$ cat config.mk
export PLATFORM = sky130hd
export DESIGN_NAME = color_band_gen_flat
export DESIGN_NICKNAME = d
export VERILOG_FILES = /design/src/rtl/color_band_gen_if.sv /design/src/rtl/color_band_gen.sv /design/src/flat_wrapper.sv
export SDC_FILE = /design/constraint.sdc
export NUM_CORES = 1
export LEC_CHECK = 0
export ABC_AREA = 1
export CORE_ASPECT_RATIO = 1.4
export CORE_UTILIZATION = 30
export CTS_BUF_LIST = sky130_fd_sc_hd__clkbuf_2 sky130_fd_sc_hd__clkbuf_4 sky130_fd_sc_hd__clkbuf_8
export DETAILED_ROUTE_END_ITERATION = 12
export HOLD_SLACK_MARGIN = 0.02
export PLACE_DENSITY_LB_ADDON = 0.08
export SYNTH_ARGS = -nofsm -noshare
export SYNTH_HDL_FRONTEND = slang
export SYNTH_SLANG_ARGS = --single-unit
export TNS_END_PERCENT = 50
$ cat constraint.sdc
create_clock -name clk -period 13.8 [get_ports clk]
set_input_delay 2.76 -clock clk [delete_from_list [all_inputs] [get_ports clk]]
set_output_delay 2.76 -clock clk [all_outputs]
set_load 0.02 [all_outputs]
$ cat src/rtl/color_band_gen_if.sv
// -----------------------------------------------------------------------------
// color_band_gen_if
// Bundles the pixel-stream, control, palette-write and colour-output signals
// of color_band_gen. clk and reset stay as plain ports on the module.
//
//   master : pattern source / testbench side (drives pixel, control, palette)
//   slave  : color_band_gen side (drives colour outputs and pixel_valid)
//
// Signals
//   pixel_on     active-video qualifier
//   x, y         current pixel coordinates (COORD_W each)
//   frame_start  one-cycle pulse per frame
//   mode         0 = bands stacked along y, 1 = bands stacked along x
//   scroll_en    enables band scrolling
//   pal_wr       palette write strobe
//   pal_idx      palette entry to write
//   pal_data     palette data {R,G,B}
//   red_out, green_out, blue_out  registered colour
//   pixel_valid  pixel_on aligned with the colour outputs
// -----------------------------------------------------------------------------
interface color_band_gen_if #(
  parameter int COLOR_W = 4,
  parameter int COORD_W = 10
);
  logic                   pixel_on;
  logic [COORD_W-1:0]     x;
  logic [COORD_W-1:0]     y;
  logic                   frame_start;
  logic                   mode;
  logic                   scroll_en;
  logic                   pal_wr;
  logic [2:0]             pal_idx;
  logic [3*COLOR_W-1:0]   pal_data;
  logic [COLOR_W-1:0]     red_out;
  logic [COLOR_W-1:0]     green_out;
  logic [COLOR_W-1:0]     blue_out;
  logic                   pixel_valid;

  modport master (
    output pixel_on, x, y, frame_start, mode, scroll_en, pal_wr, pal_idx, pal_data,
    input  red_out, green_out, blue_out, pixel_valid
  );

  modport slave (
    input  pixel_on, x, y, frame_start, mode, scroll_en, pal_wr, pal_idx, pal_data,
    output red_out, green_out, blue_out, pixel_valid
  );
endinterface

$ cat src/rtl/color_band_gen.sv
// -----------------------------------------------------------------------------
// color_band_gen
// Generates horizontal or vertical colour bands from a writable palette, with
// optional slow scrolling driven by frame_start pulses.
//
// Ports
//   clk    single clock, all logic on its rising edge
//   reset  synchronous, active-high
//   bus    color_band_gen_if.slave (pixel stream, control, palette write,
//          registered colour outputs and pixel_valid)
//
// Optional feature
//   COLOR_BAND_GEN_BORDER_EN : when defined, the first pixel of every band
//   (coord + offset a multiple of BAND_SIZE) is drawn white while pixel_on=1.
// -----------------------------------------------------------------------------
module color_band_gen #(
  parameter int COLOR_W    = 4,
  parameter int COORD_W    = 10,
  parameter int NUM_BANDS  = 3,
  parameter int BAND_SIZE  = 160,
  parameter int SCROLL_DIV = 4
) (
  input logic              clk,
  input logic              reset,
  color_band_gen_if.slave  bus
);

  localparam int PERIOD = NUM_BANDS * BAND_SIZE;
  localparam int OFF_W  = (PERIOD > 1) ? $clog2(PERIOD) : 1;
  localparam int FC_W   = (SCROLL_DIV > 1) ? $clog2(SCROLL_DIV) : 1;
  // Wide enough that coord + offset can never wrap.
  localparam int SUM_W  = ((COORD_W > OFF_W) ? COORD_W : OFF_W) + 4;
  localparam int PIX_W  = 3 * COLOR_W;

  localparam logic [OFF_W-1:0] OFF_LAST    = OFF_W'(PERIOD - 1);
  localparam logic [FC_W-1:0]  FC_LAST     = FC_W'(SCROLL_DIV - 1);
  localparam logic [SUM_W-1:0] BAND_SIZE_S = SUM_W'(BAND_SIZE);
  localparam logic [SUM_W-1:0] NUM_BANDS_S = SUM_W'(NUM_BANDS);

  // Reset colour of a palette entry: green, yellow, red, then black.
  function automatic logic [PIX_W-1:0] pal_default(input logic [2:0] idx);
    logic [COLOR_W-1:0] ones;
    logic [COLOR_W-1:0] zero;
    ones = {COLOR_W{1'b1}};
    zero = {COLOR_W{1'b0}};
    case (idx)
      3'd0:    return {zero, ones, zero};
      3'd1:    return {ones, ones, zero};
      3'd2:    return {ones, zero, zero};
      default: return {PIX_W{1'b0}};
    endcase
  endfunction

  // The palette array is sized to the full 3-bit index space; entries at or
  // above NUM_BANDS are tied to black so writes to them fall away silently.
  logic [PIX_W-1:0] pal_q [8];
  logic [PIX_W-1:0] pal_d [8];
  logic [OFF_W-1:0] offset_q, offset_d;
  logic [FC_W-1:0]  fcnt_q, fcnt_d;
  logic [PIX_W-1:0] rgb_q, rgb_d;
  logic             pixel_valid_q, pixel_valid_d;

  logic [COORD_W-1:0] coord_s;
  logic [SUM_W-1:0]   sum_s;
  logic [SUM_W-1:0]   quot_s;
  logic [2:0]         band_s;
  logic [PIX_W-1:0]   colour_s;

  // Palette next state: one write per cycle, visible from the next cycle.
  always_comb begin
    for (int i = 0; i < 8; i++) begin
      if (i >= NUM_BANDS) begin
        pal_d[i] = {PIX_W{1'b0}};
      end else if (bus.pal_wr && (bus.pal_idx == 3'(i))) begin
        pal_d[i] = bus.pal_data;
      end else begin
        pal_d[i] = pal_q[i];
      end
    end
  end

  // Scroll state: fcnt divides frame_start, offset advances modulo PERIOD.
  always_comb begin
    fcnt_d   = fcnt_q;
    offset_d = offset_q;
    if (bus.scroll_en && bus.frame_start) begin
      if (fcnt_q == FC_LAST) begin
        fcnt_d = {FC_W{1'b0}};
        if (offset_q == OFF_LAST) begin
          offset_d = {OFF_W{1'b0}};
        end else begin
          offset_d = offset_q + OFF_W'(1);
        end
      end else begin
        fcnt_d   = fcnt_q + FC_W'(1);
        offset_d = offset_q;
      end
    end else begin
      fcnt_d   = fcnt_q;
      offset_d = offset_q;
    end
  end

  // Pixel path: pick the coordinate, locate the band, look up its colour.
  always_comb begin
    if (bus.mode) begin
      coord_s = bus.x;
    end else begin
      coord_s = bus.y;
    end
    sum_s    = SUM_W'(coord_s) + SUM_W'(offset_q);
    quot_s   = sum_s / BAND_SIZE_S;
    band_s   = 3'(quot_s % NUM_BANDS_S);
    colour_s = pal_q[band_s];
`ifdef COLOR_BAND_GEN_BORDER_EN
    if ((sum_s % BAND_SIZE_S) == {SUM_W{1'b0}}) begin
      colour_s = {PIX_W{1'b1}};
    end else begin
      colour_s = pal_q[band_s];
    end
`endif
    if (bus.pixel_on) begin
      rgb_d = colour_s;
    end else begin
      rgb_d = {PIX_W{1'b0}};
    end
    pixel_valid_d = bus.pixel_on;
  end

  // State and output registers; reset overrides palette writes and scrolling.
  always_ff @(posedge clk) begin
    if (reset) begin
      for (int i = 0; i < 8; i++) begin
        pal_q[i] <= (i < NUM_BANDS) ? pal_default(3'(i)) : {PIX_W{1'b0}};
      end
      offset_q      <= {OFF_W{1'b0}};
      fcnt_q        <= {FC_W{1'b0}};
      rgb_q         <= {PIX_W{1'b0}};
      pixel_valid_q <= 1'b0;
    end else begin
      for (int i = 0; i < 8; i++) begin
        pal_q[i] <= pal_d[i];
      end
      offset_q      <= offset_d;
      fcnt_q        <= fcnt_d;
      rgb_q         <= rgb_d;
      pixel_valid_q <= pixel_valid_d;
    end
  end

  assign bus.red_out     = rgb_q[PIX_W-1 -: COLOR_W];
  assign bus.green_out   = rgb_q[2*COLOR_W-1 -: COLOR_W];
  assign bus.blue_out    = rgb_q[COLOR_W-1:0];
  assign bus.pixel_valid = pixel_valid_q;

endmodule

$ cat src/flat_wrapper.sv
// flat-port wrapper written by rule: the top's interface ports become plain ports
module color_band_gen_flat 
#(
  parameter int COLOR_W    = 4,
  parameter int COORD_W    = 10,
  parameter int NUM_BANDS  = 3,
  parameter int BAND_SIZE  = 160,
  parameter int SCROLL_DIV = 4
)
  (clk, reset, bus_pixel_on, bus_x, bus_y, bus_frame_start, bus_mode, bus_scroll_en, bus_pal_wr, bus_pal_idx, bus_pal_data, bus_red_out, bus_green_out, bus_blue_out, bus_pixel_valid);
  color_band_gen_if #(.COLOR_W(COLOR_W), .COORD_W(COORD_W)) bus_i ();
  input logic clk;
  input logic reset;
  input wire logic [$bits(bus_i.pixel_on)-1:0] bus_pixel_on;
  input wire logic [$bits(bus_i.x)-1:0] bus_x;
  input wire logic [$bits(bus_i.y)-1:0] bus_y;
  input wire logic [$bits(bus_i.frame_start)-1:0] bus_frame_start;
  input wire logic [$bits(bus_i.mode)-1:0] bus_mode;
  input wire logic [$bits(bus_i.scroll_en)-1:0] bus_scroll_en;
  input wire logic [$bits(bus_i.pal_wr)-1:0] bus_pal_wr;
  input wire logic [$bits(bus_i.pal_idx)-1:0] bus_pal_idx;
  input wire logic [$bits(bus_i.pal_data)-1:0] bus_pal_data;
  output wire logic [$bits(bus_i.red_out)-1:0] bus_red_out;
  output wire logic [$bits(bus_i.green_out)-1:0] bus_green_out;
  output wire logic [$bits(bus_i.blue_out)-1:0] bus_blue_out;
  output wire logic [$bits(bus_i.pixel_valid)-1:0] bus_pixel_valid;
  assign bus_i.pixel_on = bus_pixel_on;
  assign bus_i.x = bus_x;
  assign bus_i.y = bus_y;
  assign bus_i.frame_start = bus_frame_start;
  assign bus_i.mode = bus_mode;
  assign bus_i.scroll_en = bus_scroll_en;
  assign bus_i.pal_wr = bus_pal_wr;
  assign bus_i.pal_idx = bus_pal_idx;
  assign bus_i.pal_data = bus_pal_data;
  assign bus_red_out = bus_i.red_out;
  assign bus_green_out = bus_i.green_out;
  assign bus_blue_out = bus_i.blue_out;
  assign bus_pixel_valid = bus_i.pixel_valid;
  color_band_gen #(.COLOR_W(COLOR_W), .COORD_W(COORD_W), .NUM_BANDS(NUM_BANDS), .BAND_SIZE(BAND_SIZE), .SCROLL_DIV(SCROLL_DIV)) u_core (.clk(clk), .reset(reset), .bus(bus_i));
endmodule
==> results.cfg, run 1 <==
[grt]
grt_start_max_net_pins = 25
grtUsageTotal_pct = 14.1
grt.overflow.total = 0
grt_pass1_wl_um = 14400
antenna_found_initial = 0
grt_pass1_vias = 3026

[clock_network]
clock_path_buffers = 2
clock_tree.root_cell = clkbuf_8
post_cts_resized = 0
clk_pin_slew_worst_paths_ns = 0.07
clk_latency_ns = 0.34
postCtsSetupRepairBufs = 0
cts_buffers = 9
cts.htree.levels = 3
cts_hold_buf = 0
clock-sinks = 60
cts_tree = yes

[setup_path]
critPathKind = input port to register
cp.required_ns = 14.04
crit_top_cell = nand2_1
start_kind = input port
crit_path_end_kind = register
cpPeakStageDelay_ns = 0.73
crit_path_max_fanout = 13
crit_arrival_ns = 7.67
slowest_stage = clkdlybuf4s50_1

[sta]
clock_skew_ns = 0.00573
slew_headroom_pct = 48.1
max_freq_mhz = 135
period_needed_ns = 7.43
worstMarginPinSlew_ns = 0.775
setup_violations = 0
setup_tns_ns = 0
drv_slew = 0
rsz0062_at_grt = false
hold_viol = 0
period_share_pct = 53.8

[drt]
post_drt_wl_per_cell_um = 12.4
vias_per_cell = 4.44
drc = 6
finalWirelength_um = 8860
drtIter0Drc = 115
ant_nets = 0
dr_total_vias = 3165
first_pass_iters = 10

[final_layout]
utilization_pct = 37.9
layout_commonest_cell = nand2_1
layout_common_cells = nand2_1, inv_1, clkdlybuf4s50_1
multi_input_area_um2 = 1860
diodes = 0
nNetsFinal = 615
areaGrowthSynthToFinish_pct = 21.7
fill_cells = 1296
final_layout_size_suffix_gt1_share_pct = 20.1
ff_latch_area_um2 = 1560

[floorplan]
dieHeight_um = 136
initial_utilization_pct = 31.2
dieArea_um2 = 13400
rows = 48
io_pins = 55
die_x_um = 98.1
coreArea_um2 = 12400

[power]
cellLeakagePower_nw = 2.19
power_density_nw_per_um2 = 116
peakVddDrop_uv = 44.8

[placed_design]
dp_hpwl_um = 6890
io_buffer_count = 54
routabilityCongestion = 0.757

[min_path]
hp-class = register to register

[logic_synthesis]
synth_cells = 502
synthTopCellsByArea = edfxtp_1, nand2_1, dfxtp_1, inv_1, nand2_2
synth_top_area_share_pct = 27.9
synth_seq_cells = 60
yosysWarnings = 0
syn_nets = 559
avgSynthCellArea_um2 = 7.72
yosysUniqueCellTypes = 36
syn_area_um2 = 3870
synth.largest_area_cell = edfxtp_1
yosysSeqAreaShare_pct = 40.3

[run]
cap_violations = 0

[run_status]
run_status = finished, violations left
violations = design-rule violations
## cell families after synthesis
family | after synthesis | share of synthesized area, %
fa+ha+maj | 15 | 5.04
buf+inv | 108 | 11.8
simple gates | 292 | 38.0
compound gates | 23 | 3.71
xor+xnor | 4 | 1.10
flops | 60 | 40.3
## routing by layer
metal  GRT usage, %  wire length, µm  vias up
li1               -                -     1656
met1           14.2             3540     1438
met2           28.1             4870       63
met3           3.03              312        8
met4           5.30              132        0
met5              0                0        -
## power by group
| part | switching (W) | internal (W) |
|---|---|---|
| sequential | 0.00000363 | 0.000203 |
| combinational | 0.000114 | 0.0000622 |
| clock | 0.0000706 | 0.0000923 |
## critical path: cells and delay by family
| kind | cells | cell delay, ns |
|---|---|---|
| xor+xnor | 1 | 0.15 |
| fa+ha+maj | 3 | 0.64 |
| compound gates | 2 | 0.35 |
| simple gates | 17 | 1.75 |
| buf+inv | 10 | 2.01 |
## layout make-up
cell class | instances | area share, %
Sequential cell | 60 | 33.1
Timing Repair Buffer | 54 | 11.5
Clock buffer | 12 | 3.24
Multi-Input combinational cell | 334 | 39.3
Clock inverter | 4 | 1.01
Inverter | 99 | 7.88
Tap cell | 150 | 3.98
## per-stage QoR
stage | instance area, µm² | hold slack, ns | instances | power (W) | setup slack, ns
after global placement | 4520 | 0.460 | 697 | 0.000389 | 6.01
after detailed placement | 4520 | 0.463 | 697 | 0.000390 | 5.94
after CTS | 4720 | 0.473 | 713 | 0.000554 | 6.30
after global routing | 4720 | 0.501 | 713 | 0.000578 | 5.89
after floorplan | 3870 | 0.444 | 502 | 0.000353 | 7.58
final | 4720 | 0.467 | 713 | 0.000546 | 6.37
## registers in the layout, indices dropped and copies added, names as in the netlist
name	cells
u_core.rgb_q	12
u_core.bus.pixel_valid	1
u_core.fcnt_q	2
u_core.offset_q	9
u_core.pal_q	36
## cells in the mapped netlist
cell type and number:
nand2_1 133, inv_1 74, nor2_1 42, edfxtp_1 36, nand2_2 31, inv_2 25
dfxtp_1 24, nand3_1 22, nor2_2 16, ha_1 14, nand3b_1 14, a21oi_1 12
nand2_4 9, buf_6 6, nand3_2 6, nand4_1 6, nor3_1 5, o21ai_1 3
a211oi_1 2, a21oi_2 2, buf_4 2, nor3b_1 2, or2_2 2, xor2_1 2
a31oi_1 1, and3_1 1, clkbuf_1 1, fa_1 1, nand3_4 1, nand4_4 1
nor2_4 1, o21ai_0 1, o21ai_2 1, o21ai_4 1, xnor2_1 1, xor2_2 1
## worst paths after layout
| kind | slack, ns | from | to | depth (start not counted) |
|---|---|---|---|---|
| max reg2reg | 9.55 | u_core.offset_q[0]$_SDFFE_PP0P_ | u_core.rgb_q[1]$_SDFF_PP0_ | 31 |
| min | 0.47 | u_core.fcnt_q[1]$_SDFFE_PP0P_ | u_core.fcnt_q[1]$_SDFFE_PP0P_ | 2 |
| min reg2reg | 0.47 | u_core.fcnt_q[1]$_SDFFE_PP0P_ | u_core.fcnt_q[1]$_SDFFE_PP0P_ | 2 |
| max | 6.37 | bus_mode | u_core.rgb_q[1]$_SDFF_PP0_ | 33 |
Power figures use the tool's default switching activity.
==> run 2: changes to the inputs <==
clock period = 6.4 ns   (was 13.8 ns; I/O delays follow)
==> run 2 against run 1 <==
Net effect:
- utilization grew 0.28 points
- sequential share of layout area fell by 0.24 points
- worst setup slack got worse by 5.6 ns
- clock skew barely moved
- hold slack improved by 0.0035 ns
- cell area increased by 0.74%
- largest cell class unchanged
- routed wire length fell by 2.1%
- the flow still finishes with violations (design-rule violations)
- register-to-register slack worse by 7.4 ns
==> results.cfg, run 2 (synthesis results as in run 1) <==
[sta]
setup_tns_ns = 0
worstMarginPinSlew_ns = 0.752
hold_viol = 0
rsz0062_at_grt = false
clock_skew_ns = 0.00550
period_needed_ns = 5.60
setup_violations = 0
max_freq_mhz = 179
holdWs_ns = 0.471
slew_headroom_pct = 49.7
period_share_pct = 87.5
fin_ws_ns = 0.798
drv_slew = 0

[final_layout]
nNetsFinal = 617
final_layout_size_suffix_gt1_share_pct = 20.4
layout_commonest_cell = nand2_1
largest_register = u_core.pal_q
diodes = 0
areaGrowthSynthToFinish_pct = 22.6
top_regs = u_core.pal_q x36, u_core.rgb_q x12, u_core.offset_q x9
largest_reg_flops = 36
layout_common_cells = nand2_1, inv_1, clkdlybuf4s50_1

[floorplan]
dieHeight_um = 136
dieArea_um2 = 13400
rows = 48
initial_utilization_pct = 31.2
io_pins = 55
die_x_um = 98.1
coreArea_um2 = 12400

[clock_network]
postCtsSetupRepairBufs = 0
clock_path_buffers = 2
clk_latency_ns = 0.34
clock-sinks = 60
clock_tree.root_cell = clkbuf_8
post_cts_resized = 0
cts_buffers = 9
clk_pin_slew_worst_paths_ns = 0.07
cts_hold_buf = 0
cts.htree.levels = 3
cts_tree = yes

[power]
peakVddDrop_uv = 103
power_density_nw_per_um2 = 256
finalPower_w = 0.00121
cellLeakagePower_nw = 2.20

[setup_path]
cp.required_ns = 6.65
rr_worst_depth = 33
crit_path_end_kind = register
crit_arrival_ns = 5.85
r2r_slack_ns = 2.15
start_kind = input port
critPathKind = input port to register
worst-path-buf-inv = 9
crit_path_max_fanout = 13
slowest_stage = clkdlybuf4s50_1
cpPeakStageDelay_ns = 0.52
crit_family = simple AND/OR/NAND/NOR gates
regToRegEndpoint = u_core.rgb_q[0]$_SDFF_PP0_
r2r-start = u_core.offset_q[0]$_SDFFE_PP0P_
crit_top_cell = nand2_1

[drt]
first_pass_iters = 8
post_drt_wl_per_cell_um = 12.1
dr_total_vias = 3159
ant_nets = 0
drc = 6
vias_per_cell = 4.42
drtIter0Drc = 78
finalWirelength_um = 8680

[run]
cap_violations = 0

[grt]
grt_pass1_vias = 3072
grt.overflow.total = 0
antenna_found_initial = 0
grt_start_max_net_pins = 25
grt_pass1_wl_um = 14300
grtUsageTotal_pct = 14.1

[min_path]
min_path_cells = 2
hp-class = register to register
hold_path_end = u_core.fcnt_q[1]$_SDFFE_PP0P_
min_from = u_core.fcnt_q[1]$_SDFFE_PP0P_

[run_status]
violations = design-rule violations
run_status = finished, violations left

[placed_design]
routabilityCongestion = 0.820
io_buffer_count = 54
dp_worst_setup_slack_ns = 0.357
dp_hpwl_um = 6780
-- run 2: changes by cell type in the layout (fill, tap and decap cells not counted) --
cell and delta:
inv_4 -2, buf_4 +2, clkbuf_4 -1, bufinv_16 +1, clkinv_2 +2
-- run 2: worst min-delay path, delay by kind of cell, from the launching register on --
family           cells  cell delay, ns
AO/OA/AOI/OAI        1            0.05
flip-flops           1            0.32
AND/OR/NAND/NOR      1            0.06
-- run 2: layer usage --
metal / vias up / track usage, % / wire [µm]
met3: 15 / 3.08 / 318
met2: 76 / 27.9 / 4760
met5: - / 0 / 0
met1: 1406 / 14.0 / 3360
met4: 0 / 6.23 / 235
li1: 1662 / - / -
-- run 2: area by class of cell --
type	instances	area (µm²)
Clock inverter	5	75.1
Fill cell	1294	7680
Inverter	99	372
Tap cell	150	188
Multi-Input combinational cell	334	1860
Timing Repair Buffer	56	556
Clock buffer	11	145
Sequential cell	60	1560
-- run 2: worst max path at each step --
stage                         from                          end  slack [ns]  cells after the start
after global routing      bus_mode   u_core.rgb_q[0]$_SDFF_PP0_        0.31                     34
after CTS                 bus_mode   u_core.rgb_q[1]$_SDFF_PP0_        0.72                     34
final                     bus_mode   u_core.rgb_q[0]$_SDFF_PP0_        0.80                     34
after global placement    bus_mode   u_core.rgb_q[1]$_SDFF_PP0_        0.42                     34
after floorplan           bus_mode  u_core.rgb_q[10]$_SDFF_PP0_        1.66                     36
after detailed placement  bus_mode   u_core.rgb_q[1]$_SDFF_PP0_        0.36                     34
-- run 2: where the power goes --
part	switching (W)	internal, W
sequential	0.00000773	0.000438
clock	0.000152	0.000232
combinational	0.000248	0.000137
total	0.000408	0.000807
-- run 2: stage by stage --
stage	util [%]	cell area, µm²	std cells
2_1_floorplan	-	3870	502
3_3_place_gp	36.5	4530	699
3_5_place_dp	36.5	4530	699
4_1_cts	38.2	4750	715
5_1_grt	38.2	4750	715
6_report	38.2	4750	715
